$ cat src/rtl/imm_gen_pkg.sv
// Shared definitions for the immediate-generation pipeline.
//   fmt_e        : instruction format code carried with every queue entry
//   OP_*         : base-ISA major opcodes recognised by the decoder
//   F3_*         : funct3 values that select shift-immediate handling
package imm_gen_pkg;

    typedef enum logic [2:0] {
        FMT_NONE = 3'd0,
        FMT_I    = 3'd1,
        FMT_S    = 3'd2,
        FMT_B    = 3'd3,
        FMT_U    = 3'd4,
        FMT_J    = 3'd5,
        FMT_R    = 3'd6
    } fmt_e;

    localparam logic [6:0] OP_IMM    = 7'b0010011;
    localparam logic [6:0] OP_LOAD   = 7'b0000011;
    localparam logic [6:0] OP_JALR   = 7'b1100111;
    localparam logic [6:0] OP_SYSTEM = 7'b1110011;
    localparam logic [6:0] OP_STORE  = 7'b0100011;
    localparam logic [6:0] OP_BRANCH = 7'b1100011;
    localparam logic [6:0] OP_LUI    = 7'b0110111;
    localparam logic [6:0] OP_AUIPC  = 7'b0010111;
    localparam logic [6:0] OP_JAL    = 7'b1101111;
    localparam logic [6:0] OP_REG    = 7'b0110011;

    localparam logic [2:0] F3_SLLI   = 3'b001;
    localparam logic [2:0] F3_SRXI   = 3'b101;

endpackage

$ cat src/rtl/imm_decode.sv
// Combinational immediate decoder.
//   instr   : raw 32-bit instruction
//   imm     : immediate, sign-extended to XLEN (shift amounts zero-extended)
//   fmt     : decoded format code
//   illegal : opcode not recognised (imm = 0, fmt = NONE)
module imm_decode
    import imm_gen_pkg::*;
#(
    parameter int XLEN = 32
) (
    input  logic [31:0]     instr,
    output logic [XLEN-1:0] imm,
    output fmt_e            fmt,
    output logic            illegal
);

    logic [6:0]  w_opcode;
    logic [2:0]  w_funct3;
    logic [31:0] w_imm32;

    assign w_opcode = instr[6:0];
    assign w_funct3 = instr[14:12];

    always_comb begin
        w_imm32 = '0;
        fmt     = FMT_NONE;
        illegal = 1'b0;
        case (w_opcode)
            OP_IMM: begin
                fmt = FMT_I;
                // Shift immediates carry funct7 in the upper bits; only the
                // shamt field is an immediate, and it is unsigned.
                if (w_funct3 == F3_SLLI || w_funct3 == F3_SRXI) begin
                    w_imm32[4:0] = instr[24:20];
                    if (XLEN == 64) w_imm32[5] = instr[25];
                end else begin
                    w_imm32 = {{20{instr[31]}}, instr[31:20]};
                end
            end
            OP_LOAD, OP_JALR, OP_SYSTEM: begin
                fmt     = FMT_I;
                w_imm32 = {{20{instr[31]}}, instr[31:20]};
            end
            OP_STORE: begin
                fmt     = FMT_S;
                w_imm32 = {{20{instr[31]}}, instr[31:25], instr[11:7]};
            end
            OP_BRANCH: begin
                fmt     = FMT_B;
                w_imm32 = {{19{instr[31]}}, instr[31], instr[7],
                           instr[30:25], instr[11:8], 1'b0};
            end
            OP_LUI, OP_AUIPC: begin
                fmt     = FMT_U;
                w_imm32 = {instr[31:12], 12'b0};
            end
            OP_JAL: begin
                fmt     = FMT_J;
                w_imm32 = {{11{instr[31]}}, instr[31], instr[19:12],
                           instr[20], instr[30:21], 1'b0};
            end
            OP_REG: begin
                fmt = FMT_R;
            end
            default: begin
                illegal = 1'b1;
            end
        endcase
    end

    // All 32-bit forms are already sign-correct; widen by sign extension.
    assign imm = XLEN'(signed'(w_imm32));

endmodule

$ cat src/rtl/imm_gen_pipe.sv
// Immediate generator with an output FIFO.
//   clk, reset    : clock, synchronous active-high reset
//   flush         : synchronous queue clear (priority over push/pop)
//   in_valid/ready, in_instr, in_tag : instruction input handshake
//   out_valid/ready, out_imm, out_fmt, out_tag, out_illegal : head entry
//   occupancy     : entries currently held
//   illegal_cnt   : saturating count of accepted illegal instructions
module imm_gen_pipe
    import imm_gen_pkg::*;
#(
    parameter int XLEN  = 32,
    parameter int DEPTH = 2,
    parameter int TAG_W = 5
) (
    input  logic                       clk,
    input  logic                       reset,
    input  logic                       flush,
    input  logic                       in_valid,
    output logic                       in_ready,
    input  logic [31:0]                in_instr,
    input  logic [TAG_W-1:0]           in_tag,
    output logic                       out_valid,
    input  logic                       out_ready,
    output logic [XLEN-1:0]            out_imm,
    output logic [2:0]                 out_fmt,
    output logic [TAG_W-1:0]           out_tag,
    output logic                       out_illegal,
    output logic [$clog2(DEPTH+1)-1:0] occupancy,
    output logic [15:0]                illegal_cnt
);

    localparam int PW = $clog2(DEPTH);
    localparam int OW = $clog2(DEPTH+1);

    logic [XLEN-1:0]  w_imm;
    fmt_e             w_fmt;
    logic             w_illegal;
    logic             w_push;
    logic             w_pop;

    logic [XLEN-1:0]  r_imm [DEPTH];
    fmt_e             r_fmt [DEPTH];
    logic [TAG_W-1:0] r_tag [DEPTH];
    logic             r_ill [DEPTH];
    logic [PW-1:0]    r_wr;
    logic [PW-1:0]    r_rd;
    logic [OW-1:0]    r_occ;
    logic [15:0]      r_cnt;

    imm_decode #(.XLEN(XLEN)) u_dec (
        .instr   (in_instr),
        .imm     (w_imm),
        .fmt     (w_fmt),
        .illegal (w_illegal)
    );

    assign in_ready    = (r_occ < OW'(DEPTH));
    assign out_valid   = (r_occ != '0);
    assign w_push      = in_valid && in_ready;
    assign w_pop       = out_valid && out_ready;
    assign occupancy   = r_occ;
    assign illegal_cnt = r_cnt;

    // Head fields are masked to zero whenever the queue is empty.
    assign out_imm     = out_valid ? r_imm[r_rd] : '0;
    assign out_fmt     = out_valid ? r_fmt[r_rd] : FMT_NONE;
    assign out_tag     = out_valid ? r_tag[r_rd] : '0;
    assign out_illegal = out_valid ? r_ill[r_rd] : 1'b0;

    // Storage is not reset; validity is tracked by the pointers alone.
    always_ff @(posedge clk) begin
        if (!reset && !flush && w_push) begin
            r_imm[r_wr] <= w_imm;
            r_fmt[r_wr] <= w_fmt;
            r_tag[r_wr] <= in_tag;
            r_ill[r_wr] <= w_illegal;
        end
    end

    always_ff @(posedge clk) begin
        if (reset) begin
            r_wr  <= '0;
            r_rd  <= '0;
            r_occ <= '0;
            r_cnt <= '0;
        end else if (flush) begin
            r_wr  <= '0;
            r_rd  <= '0;
            r_occ <= '0;
        end else begin
            if (w_push) begin
                r_wr <= r_wr + 1'b1;
                if (w_illegal && r_cnt != '1) r_cnt <= r_cnt + 1'b1;
            end
            if (w_pop) r_rd <= r_rd + 1'b1;
            case ({w_push, w_pop})
                2'b10:   r_occ <= r_occ + 1'b1;
                2'b01:   r_occ <= r_occ - 1'b1;
                default: r_occ <= r_occ;
            endcase
        end
    end

endmodule

$ cat config.mk
export PLATFORM = sky130hd
export DESIGN_NAME = imm_gen_pipe
export DESIGN_NICKNAME = d
export VERILOG_FILES = /design/src/rtl/imm_gen_pkg.sv /design/src/rtl/imm_decode.sv /design/src/rtl/imm_gen_pipe.sv
export SDC_FILE = /design/constraint.sdc
export NUM_CORES = 1
export LEC_CHECK = 0
export ABC_AREA = 1
export BUFFER_PORTS_ARGS = -buffer_cell sky130_fd_sc_hd__buf_2
export CAP_MARGIN = 20
export CORE_ASPECT_RATIO = 1.2
export CORE_UTILIZATION = 30
export DETAILED_ROUTE_END_ITERATION = 16
export PLACE_DENSITY = 0.45
export SLEW_MARGIN = 20
export SYNTH_ARGS = -nofsm -noshare
export SYNTH_HDL_FRONTEND = slang
export SYNTH_HIERARCHICAL = 1
export SYNTH_SLANG_ARGS = --single-unit
$ cat constraint.sdc
create_clock -name clk -period 6.5 [get_ports clk]
set_input_delay 1.3 -clock clk [delete_from_list [all_inputs] [get_ports clk]]
set_output_delay 1.3 -clock clk [all_outputs]
set_load 0.02 [all_outputs]
==> results.cfg, run 1 <==
[timing]
rsz0062_at_grt = no
worst_pin_slew_ps = 862
final-hold-violation-count = 0
relSlewSlack = 0.425
setup_viol = 0
fmax_mhz = 273
fin_crit_ps = 3660
setup_tns_ps = 0
slew_violations = 0
finalCritPeriodShare = 0.563
skew_ps = 5.91

[final_layout]
drive_above_1_share = 0.225
layout_common_cells = 200 x nand2_1, 102 x buf_2, 101 x nand3_1, 82 x edfxtp_1, 67 x nor2_1
finalNonFillerCells = 992
n_antenna_cell = 0
synthToLayoutAreaGrowth_pct = 17.8
stdcell_area_sq_um = 6550
final_common_cell = nand2_1
final_nets = 807
final.fill_count = 1880

[drt]
totalWireLength_microns = 14800
wl_per_cell_microns = 14.9
vias_per_cell = 4.82
num_vias = 4780
drt.antenna.violating_nets = 0
firstDrtPassIters = 5
drc = 0
drt-initial-drc-count = 293

[place]
gp_congestion = 0.834
postPlaceCellArea_sq_um = 6250
hpwl_microns = 10100
dpl.cell_count = 975
io_buffer_count = 102

[worst_hold_path]
holdPathStages = 2
min_path_type = flip-flop to flip-flop

[global_routing]
grt_pass1_vias = 4341
grt_overflow = 0
grt_pass1_wl_microns = 23200
antenna_found_initial = 0
grt_usage = 0.157
grt_max_degree = 43

[worst_setup_path]
crit_required_ps = 5200
cp_common_cell = buf_4
end_kind = primary output
slowest_stage = inv_1
start_kind = flip-flop
crit_family = buffers and inverters
path_depth = 6
crit_buf_inv = 4
r2r_cells = 11
critical_path_class = flip-flop to primary output
cpPeakStageDelay_ps = 460
crit_chain = buf_4, inv_1, buf_4, nand2_1, a21oi_1, buf_2
critPathMaxFanout = 42
cp.arrival_ps = 2360

[flow_run]
maxCapViolCount = 0

[power_and_ir_drop]
ir_drop_uv = 119
powerDensity_nw_per_um2 = 213
cellLeakagePower_uw = 0.00287

[logic_synthesis]
synth_nets = 722
yosysWarnings = 6
seq_area_frac_synth = 0.519
synth_cell_types = 28
ys_ff_latch = 103
netlist_instances = 678
synth.avg_cell_area_sq_um = 8.20
synth_area_sq_um = 5560

[outcome]
status = finished, final reports clean

[floorplanning]
fp.dieH_microns = 151
rows = 54
pin_count = 103
die_w_microns = 126
start_util = 0.306
coreArea_sq_um = 18200
dieArea_sq_um = 19100

[clock_tree]
clkSlewWorstSetupHoldPaths_ps = 70
cts_sinks = 103
cts_resized = 0
ctsHoldBuffers = 0
postCtsSetupBuffers = 0
clock_latency_ps = 340
cts_buffers = 9
cts_tree = built
clk_path_buf_depth = 2
ctsRootBufferMaster = clkbuf_16
htreeDepth = 3
cell type report:
cell class | instances | area [sq um] | share of cell area
clock inverters | 6 | 60.1 | 0.00917
flip-flops and latches | 103 | 2880 | 0.440
well taps | 224 | 280 | 0.0428
repair buffers | 110 | 587 | 0.0896
multi-input cells | 486 | 2310 | 0.353
inverters | 53 | 199 | 0.0304
clock buffers | 10 | 229 | 0.0350
sequential cells by signal, summed over array words and instances, names as in the netlist, named ones only:
signal       count
occupancy        2
r_wr             1
r_imm           64
illegal_cnt     16
r_fmt            6
r_tag           10
r_rd             1
r_ill            2
cell usage after synthesis, drive strengths merged:
library cell,instances,area share
o21ai,2,0.0018
dfxtp,21,0.076
a21oi,52,0.047
nor3,7,0.0090
or2,3,0.0034
edfxtp,82,0.44
nand4,10,0.011
nand3,111,0.11
nand3b,3,0.0041
buf,19,0.021
clkbuf,17,0.013
o21a,1,0.0014
nor2,89,0.076
clkinv,2,0.0014
ha,2,0.0045
nand2,206,0.14
inv,51,0.034
per-layer routing:
layer | track usage | vias up | share of wire
li1 | - | 2414 | -
met4 | 0.0452 | 0 | 0.014
met2 | 0.248 | 118 | 0.45
met3 | 0.0297 | 16 | 0.043
met1 | 0.219 | 2232 | 0.49
met5 | 0 | - | 0
per-stage QoR:
stage / worst slack (ps) / total power, uW / util / hold slack [ps]
2_1_floorplan: 1460 / 816 / - / 440
3_3_place_gp: 2520 / 865 / 0.342 / 448
3_5_place_dp: 2740 / 871 / 0.344 / 455
4_1_cts: 2700 / 1410 / 0.360 / 466
5_1_grt: 2620 / 1450 / 0.360 / 482
6_report: 2840 / 1390 / 0.360 / 463
cells by family (layout without fill, tap and decap cells):
family | Yosys count | in the layout | share of synthesized area
compound gates | 55 | 55 | 0.0500
buf+inv | 89 | 179 | 0.0698
simple gates | 429 | 429 | 0.357
fa+ha+maj | 2 | 2 | 0.00450
flops | 103 | 103 | 0.519
worst register-to-register path, delay by kind of cell (launching register included):
family,cells,cell delay (ps)
adders and majority gates,1,260
buffers and inverters,4,490
DFF,1,360
and+or+nand+nor,6,870
path summary, 6_finish.rpt:
path / slack (ps) / from / end
worst max-delay path: 2840 / flip-flop / out_imm[11]
worst max register to register: 4450 / occupancy[1] / occupancy[1]
worst min-delay path: 460 / r_wr / r_wr
worst min register to register: 460 / r_wr / r_wr
where the power goes:
part	switching, uW	internal, uW
clock	242	298
combinational	92.4	37.9
sequential	5.44	718
total	340	1050
(Power assumes the default switching activity.)
==> run 2: changes to the inputs <==
clock period = 3.4 ns   (was 6.5 ns; I/O delays follow)
==> run 2 against run 1 <==
Effect of this change: non-clock buffer count grew 4; critical endpoint is now illegal_cnt[12]; sequential power grew 91%; first-iteration DRC count grew 19%; sequential share of layout area shrank 0.41 points; die area is the same; routed wire length shrank 1.7%; count of clock-buffer cells in the layout shrank 1; design area grew 0.94%; global-route usage is essentially flat; sequential cell count is the same; via count grew 0.54%.
==> results.cfg, run 2 (synthesis results as in run 1) <==
[worst_hold_path]
min_path_type = flip-flop to flip-flop
holdPathStages = 2
hp-start = r_wr
whs_endpoint = r_wr

[final_layout]
utilization = 0.364
drive_above_1_share = 0.228
stdcell_area_sq_um = 6610
layout_common_cells = 200 x nand2_1, 102 x buf_2, 101 x nand3_1, 82 x edfxtp_1, 69 x nor2_1
synthToLayoutAreaGrowth_pct = 19.0
max_flop_register = r_imm
finalNonFillerCells = 996
n_antenna_cell = 0
largest_reg_flops = 64
final_nets = 811
final_common_cell = nand2_1
final.fill_count = 1903

[timing]
rsz0062_at_grt = no
setup_viol = 0
fmax_mhz = 384
fin_hold_ws_ps = 469
relSlewSlack = 0.508
worst_pin_slew_ps = 736
finalCritPeriodShare = 0.765
setup_tns_ps = 0
skew_ps = 6.25
slew_violations = 0
fin_crit_ps = 2600
final-hold-violation-count = 0

[worst_setup_path]
rr_startpoint = occupancy[0]
crit_family = simple AND/OR/NAND/NOR gates
r2r_slack_ps = 1480
critical_path_class = input port to flip-flop
slowest_stage = nor2_4
crit_chain = buf_2, inv_2, nand2_1, nor2_4, nand2_1, nand2_1, inv_1, nand3_1, nor2_1, inv_1, nor2_4, nand2_1, nand2_1, clkinv_1, nor2_2
crit_buf_inv = 5
cpPeakStageDelay_ps = 510
crit_required_ps = 3690
end_kind = flip-flop
start_kind = input port
rr_endpoint = occupancy[1]
r2r_cells = 10
critPathMaxFanout = 24
cp_common_cell = nand2_1
cp.arrival_ps = 2890

[global_routing]
grt_max_degree = 42
grt_pass1_vias = 4440
antenna_found_initial = 0
grt_overflow = 0
grt_pass1_wl_microns = 23400
grt_usage = 0.157

[drt]
firstDrtPassIters = 5
vias_per_cell = 4.83
drt.antenna.violating_nets = 0
num_vias = 4806
drc = 0
wl_per_cell_microns = 14.6
drt-initial-drc-count = 348
totalWireLength_microns = 14600

[floorplanning]
pin_count = 103
start_util = 0.306
fp.dieH_microns = 151
dieArea_sq_um = 19100
coreArea_sq_um = 18200
die_w_microns = 126
rows = 54

[power_and_ir_drop]
combinationalPowerShare = 0.090
powerDensity_nw_per_um2 = 416
power.share.clock = 0.407
cellLeakagePower_uw = 0.00291
ir_drop_uv = 215
p_sw_uw = 660
intPower_uw = 2090
seqPwrFrac = 0.503
swShare = 0.240

[clock_tree]
cts_resized = 0
ctsRootBufferMaster = clkbuf_16
clkSlewWorstSetupHoldPaths_ps = 70
clk_path_buf_depth = 2
cts_sinks = 103
htreeDepth = 3
ctsHoldBuffers = 0
cts_tree = built
clock_latency_ps = 340
cts_buffers = 9
postCtsSetupBuffers = 0

[flow_run]
maxCapViolCount = 0

[outcome]
status = finished, final reports clean

[place]
io_buffer_count = 102
dpl.cell_count = 980
postPlaceCellArea_sq_um = 6290
gp_congestion = 0.818
hpwl_microns = 10200
==> run 2: cell count changes in the layout (fill, tap and decap cells not counted), sizes merged <==
cell    delta
inv        -1
clkbuf     -1
buf        +4
clkinv     +1
bufinv     +1
==> run 2: worst min-delay path, delay by kind of cell (launching register included) <==
kind	cells	cell delay, ps
simple gates	1	60
flops	1	310
compound gates	1	50
==> run 2: power groups by stage <==
stage	Combinational, uW	Sequential, uW	Clock (uW)
after detailed placement	252	1410	0
after CTS	253	1380	1160
after global routing	277	1390	1200
final	248	1380	1120
after global placement	247	1410	0
after floorplan	144	1420	0
==> run 2: worst max path at each step <==
stage | from | to | slack (ps) | cells past startpoint
after global placement | in_instr[4] | illegal_cnt[12] | 530 | 15
final | in_instr[4] | illegal_cnt[12] | 800 | 15
after CTS | occupancy[0] | out_imm[27] | 760 | 4
after global routing | in_instr[4] | illegal_cnt[12] | 490 | 15
after detailed placement | in_instr[4] | illegal_cnt[12] | 430 | 15
after floorplan | flush | r_fmt[0][0] | 80 | 3
==> run 2: layout make-up <==
cell class / instances / area, sq um / share of cell area
clock inverters: 7 / 97.6 / 0.0148
flip-flops and latches: 103 / 2880 / 0.436
inverters: 53 / 199 / 0.0301
repair buffers: 114 / 613 / 0.0927
multi-input cells: 486 / 2310 / 0.350
well taps: 224 / 280 / 0.0424
clock buffers: 9 / 225 / 0.0341
==> run 2: layer usage <==
metal	wire, microns	GRT usage
met1	6920	0.212
met5	0	0
met3	671	0.0265
met4	206	0.0524
met2	6750	0.256
==> run 2: per-stage QoR <==
stage	worst slack [ps]	power [uW]
6_report	799	2750
5_1_grt	486	2860
4_1_cts	763	2790
3_5_place_dp	427	1670
3_3_place_gp	533	1660
2_1_floorplan	79.3	1560
==> run 3: changes to the inputs <==
ABC_AREA = 0   (was 1)
PLACE_DENSITY = 0.46   (was 0.45)
clock period = 2.6 ns   (was 3.4 ns; I/O delays follow)
==> run 3 against run 2 <==
Effect of this change: global-route usage is 0.93 points lower; critical endpoint is now out_imm[9]; clock skew up 5.3 ps; largest cell class unchanged; sequential power grew 31%; routed wire length is 19% lower; design area down 9.7%; critical path depth is 11 lower.
==> results.cfg, run 3 <==
[logic_synthesis]
synthSimpleGateAreaFrac = 0.160
async_reset_ff_frac = 0
synth_common_cells = 82 x edfxtp_1, 48 x nor2_1, 41 x mux2i_1, 21 x dfxtp_1
synth.top_cell.area_share = 0.515
synth-compound-area-share = 0.105
synth_top_family_by_area = simple AND/OR/NAND/NOR gates
yosysWarnings = 6
synth.mux.area_fraction = 0.0858
synth_edf_count = 82
netlist_instances = 397
synth_most_common_cell = edfxtp_1
yosysTopAreaCell = edfxtp_1
synth_xor_area_frac = 0.0110
synth-adder-area-share = 0.00523
synth_cell_types = 50
synth_nets = 441
synth_area_sq_um = 4790
yosys-top-cells-area = edfxtp_1 51%, dfxtp_1 8.8%, mux2i_1 8.6%
ys_ff_latch = 103
seq_area_frac_synth = 0.602
ys.flop_type = edfxtp_1
synth.avg_cell_area_sq_um = 12.1

[floorplanning]
die_w_microns = 117
coreArea_sq_um = 15600
fp.dieH_microns = 140
pin_count = 103
start_util = 0.307
rows = 50
dieArea_sq_um = 16500

[power_and_ir_drop]
powerDensity_nw_per_um2 = 581
cellLeakagePower_uw = 0.00235
power.total_uw = 3470
ir_drop_uv = 279

[global_routing]
grt_usage = 0.148
grt_pass1_vias = 3557
grt_overflow = 0
grt_pass1_wl_microns = 18800
grt_max_degree = 42
antenna_found_initial = 1

[worst_setup_path]
crit_required_ps = 2080
start_kind = flip-flop
critical_path_class = flip-flop to primary output
critPathMaxFanout = 16
end_kind = primary output
cp.arrival_ps = 1760

[drt]
wl_per_cell_microns = 16.4
drt.antenna.violating_nets = 0
drt-initial-drc-count = 152
firstDrtPassIters = 4
num_vias = 3553
totalWireLength_microns = 11800
drc = 0
vias_per_cell = 4.93

[timing]
fin_crit_ps = 2280
final-hold-violation-count = 0
fmax_mhz = 439
rsz0062_at_grt = no
slew_violations = 0
setup_tns_ps = 0
finalCritPeriodShare = 0.876
setup_viol = 0
skew_ps = 11.6
relSlewSlack = 0.633
fin_hold_ws_ps = 368
worst_pin_slew_ps = 544

[flow_run]
maxCapViolCount = 0

[place]
postPlaceCellArea_sq_um = 5690
io_buffer_count = 102
hpwl_microns = 8350
gp_congestion = 0.887
dpl.cell_count = 703

[clock_tree]
cts_buffers = 9
postCtsSetupBuffers = 0
cts_sinks = 103
cts_resized = 0
ctsRootBufferMaster = clkbuf_16
ctsHoldBuffers = 0
cts_tree = built
clock_latency_ps = 350
htreeDepth = 3
clk_path_buf_depth = 2
clkSlewWorstSetupHoldPaths_ps = 70

[final_layout]
final.fill_count = 1565
synthToLayoutAreaGrowth_pct = 24.7
layout_common_cells = 102 x buf_2, 82 x edfxtp_1, 47 x nor2_1, 41 x mux2i_1, 20 x dfxtp_1
largest_reg_flops = 64
max_flop_register = r_imm
final_nets = 550
drive_above_1_share = 0.292
finalNonFillerCells = 720
stdcell_area_sq_um = 5970
final_common_cell = buf_2

[worst_hold_path]
min_path_type = input port to flip-flop

[outcome]
status = finished, final reports clean
## run 3: metrics by stage
stage               worst slack [ps]  utilization
floorplan                       35.3            -
global placement                 130        0.365
detailed placement              82.0        0.365
CTS                              259        0.383
global route                     195        0.383
finish                           322        0.383
## run 3: kinds of logic after synthesis
kind of cell | count (synthesis)
AO/OA/AOI/OAI | 74
adder cells (fa/ha/maj) | 2
AND/OR/NAND/NOR | 137
flip-flops | 103
XOR/XNOR | 6
multiplexers | 41
buffers and inverters | 34
## run 3: layout make-up
class | instances | area [sq um] | area share
flip-flops and latches | 103 | 2880 | 0.483
clock buffers | 9 | 225 | 0.0377
diodes | 1 | 2.50 | 0.000419
repair buffers | 124 | 713 | 0.119
clock inverters | 7 | 55.1 | 0.00922
inverters | 8 | 30.0 | 0.00503
multi-input cells | 260 | 1800 | 0.301
well taps | 208 | 260 | 0.0436
## run 3: worst max-delay path, cell delays in order (launching register included)
cell	delay [ps]
dfxtp_1	390
nor2_4	440
buf_4	320
nor2_1	80
buf_2	160
## run 3: path summary, 6_finish.rpt
| check | startpoint | endpoint | slack [ps] | cells past startpoint |
|---|---|---|---|---|
| worst min register to register | illegal_cnt[13] | illegal_cnt[13] | 520 | 2 |
| worst max register to register | occupancy[1] | occupancy[1] | 660 | 7 |
| worst min-delay path | in_tag[4] | r_tag[1][4] | 370 | 1 |
| worst max-delay path | occupancy[1] | out_imm[9] | 320 | 4 |
## run 3: routing by layer
metal | track usage | vias up | part of all wire | wire, microns
met5 | 0 | - | 0 | 0
met1 | 0.181 | 1750 | 0.43 | 5130
li1 | - | 1719 | - | -
met2 | 0.249 | 78 | 0.51 | 6050
met3 | 0.0379 | 6 | 0.044 | 515
met4 | 0.0560 | 0 | 0.0079 | 93
## run 3: where the power goes
| group | switching (uW) | internal, uW | total [uW] |
|---|---|---|---|
| registers | 15.1 | 1800 | 1810 |
| logic | 235 | 135 | 370 |
| clock network | 627 | 658 | 1290 |
| total | 877 | 2590 | 3470 |
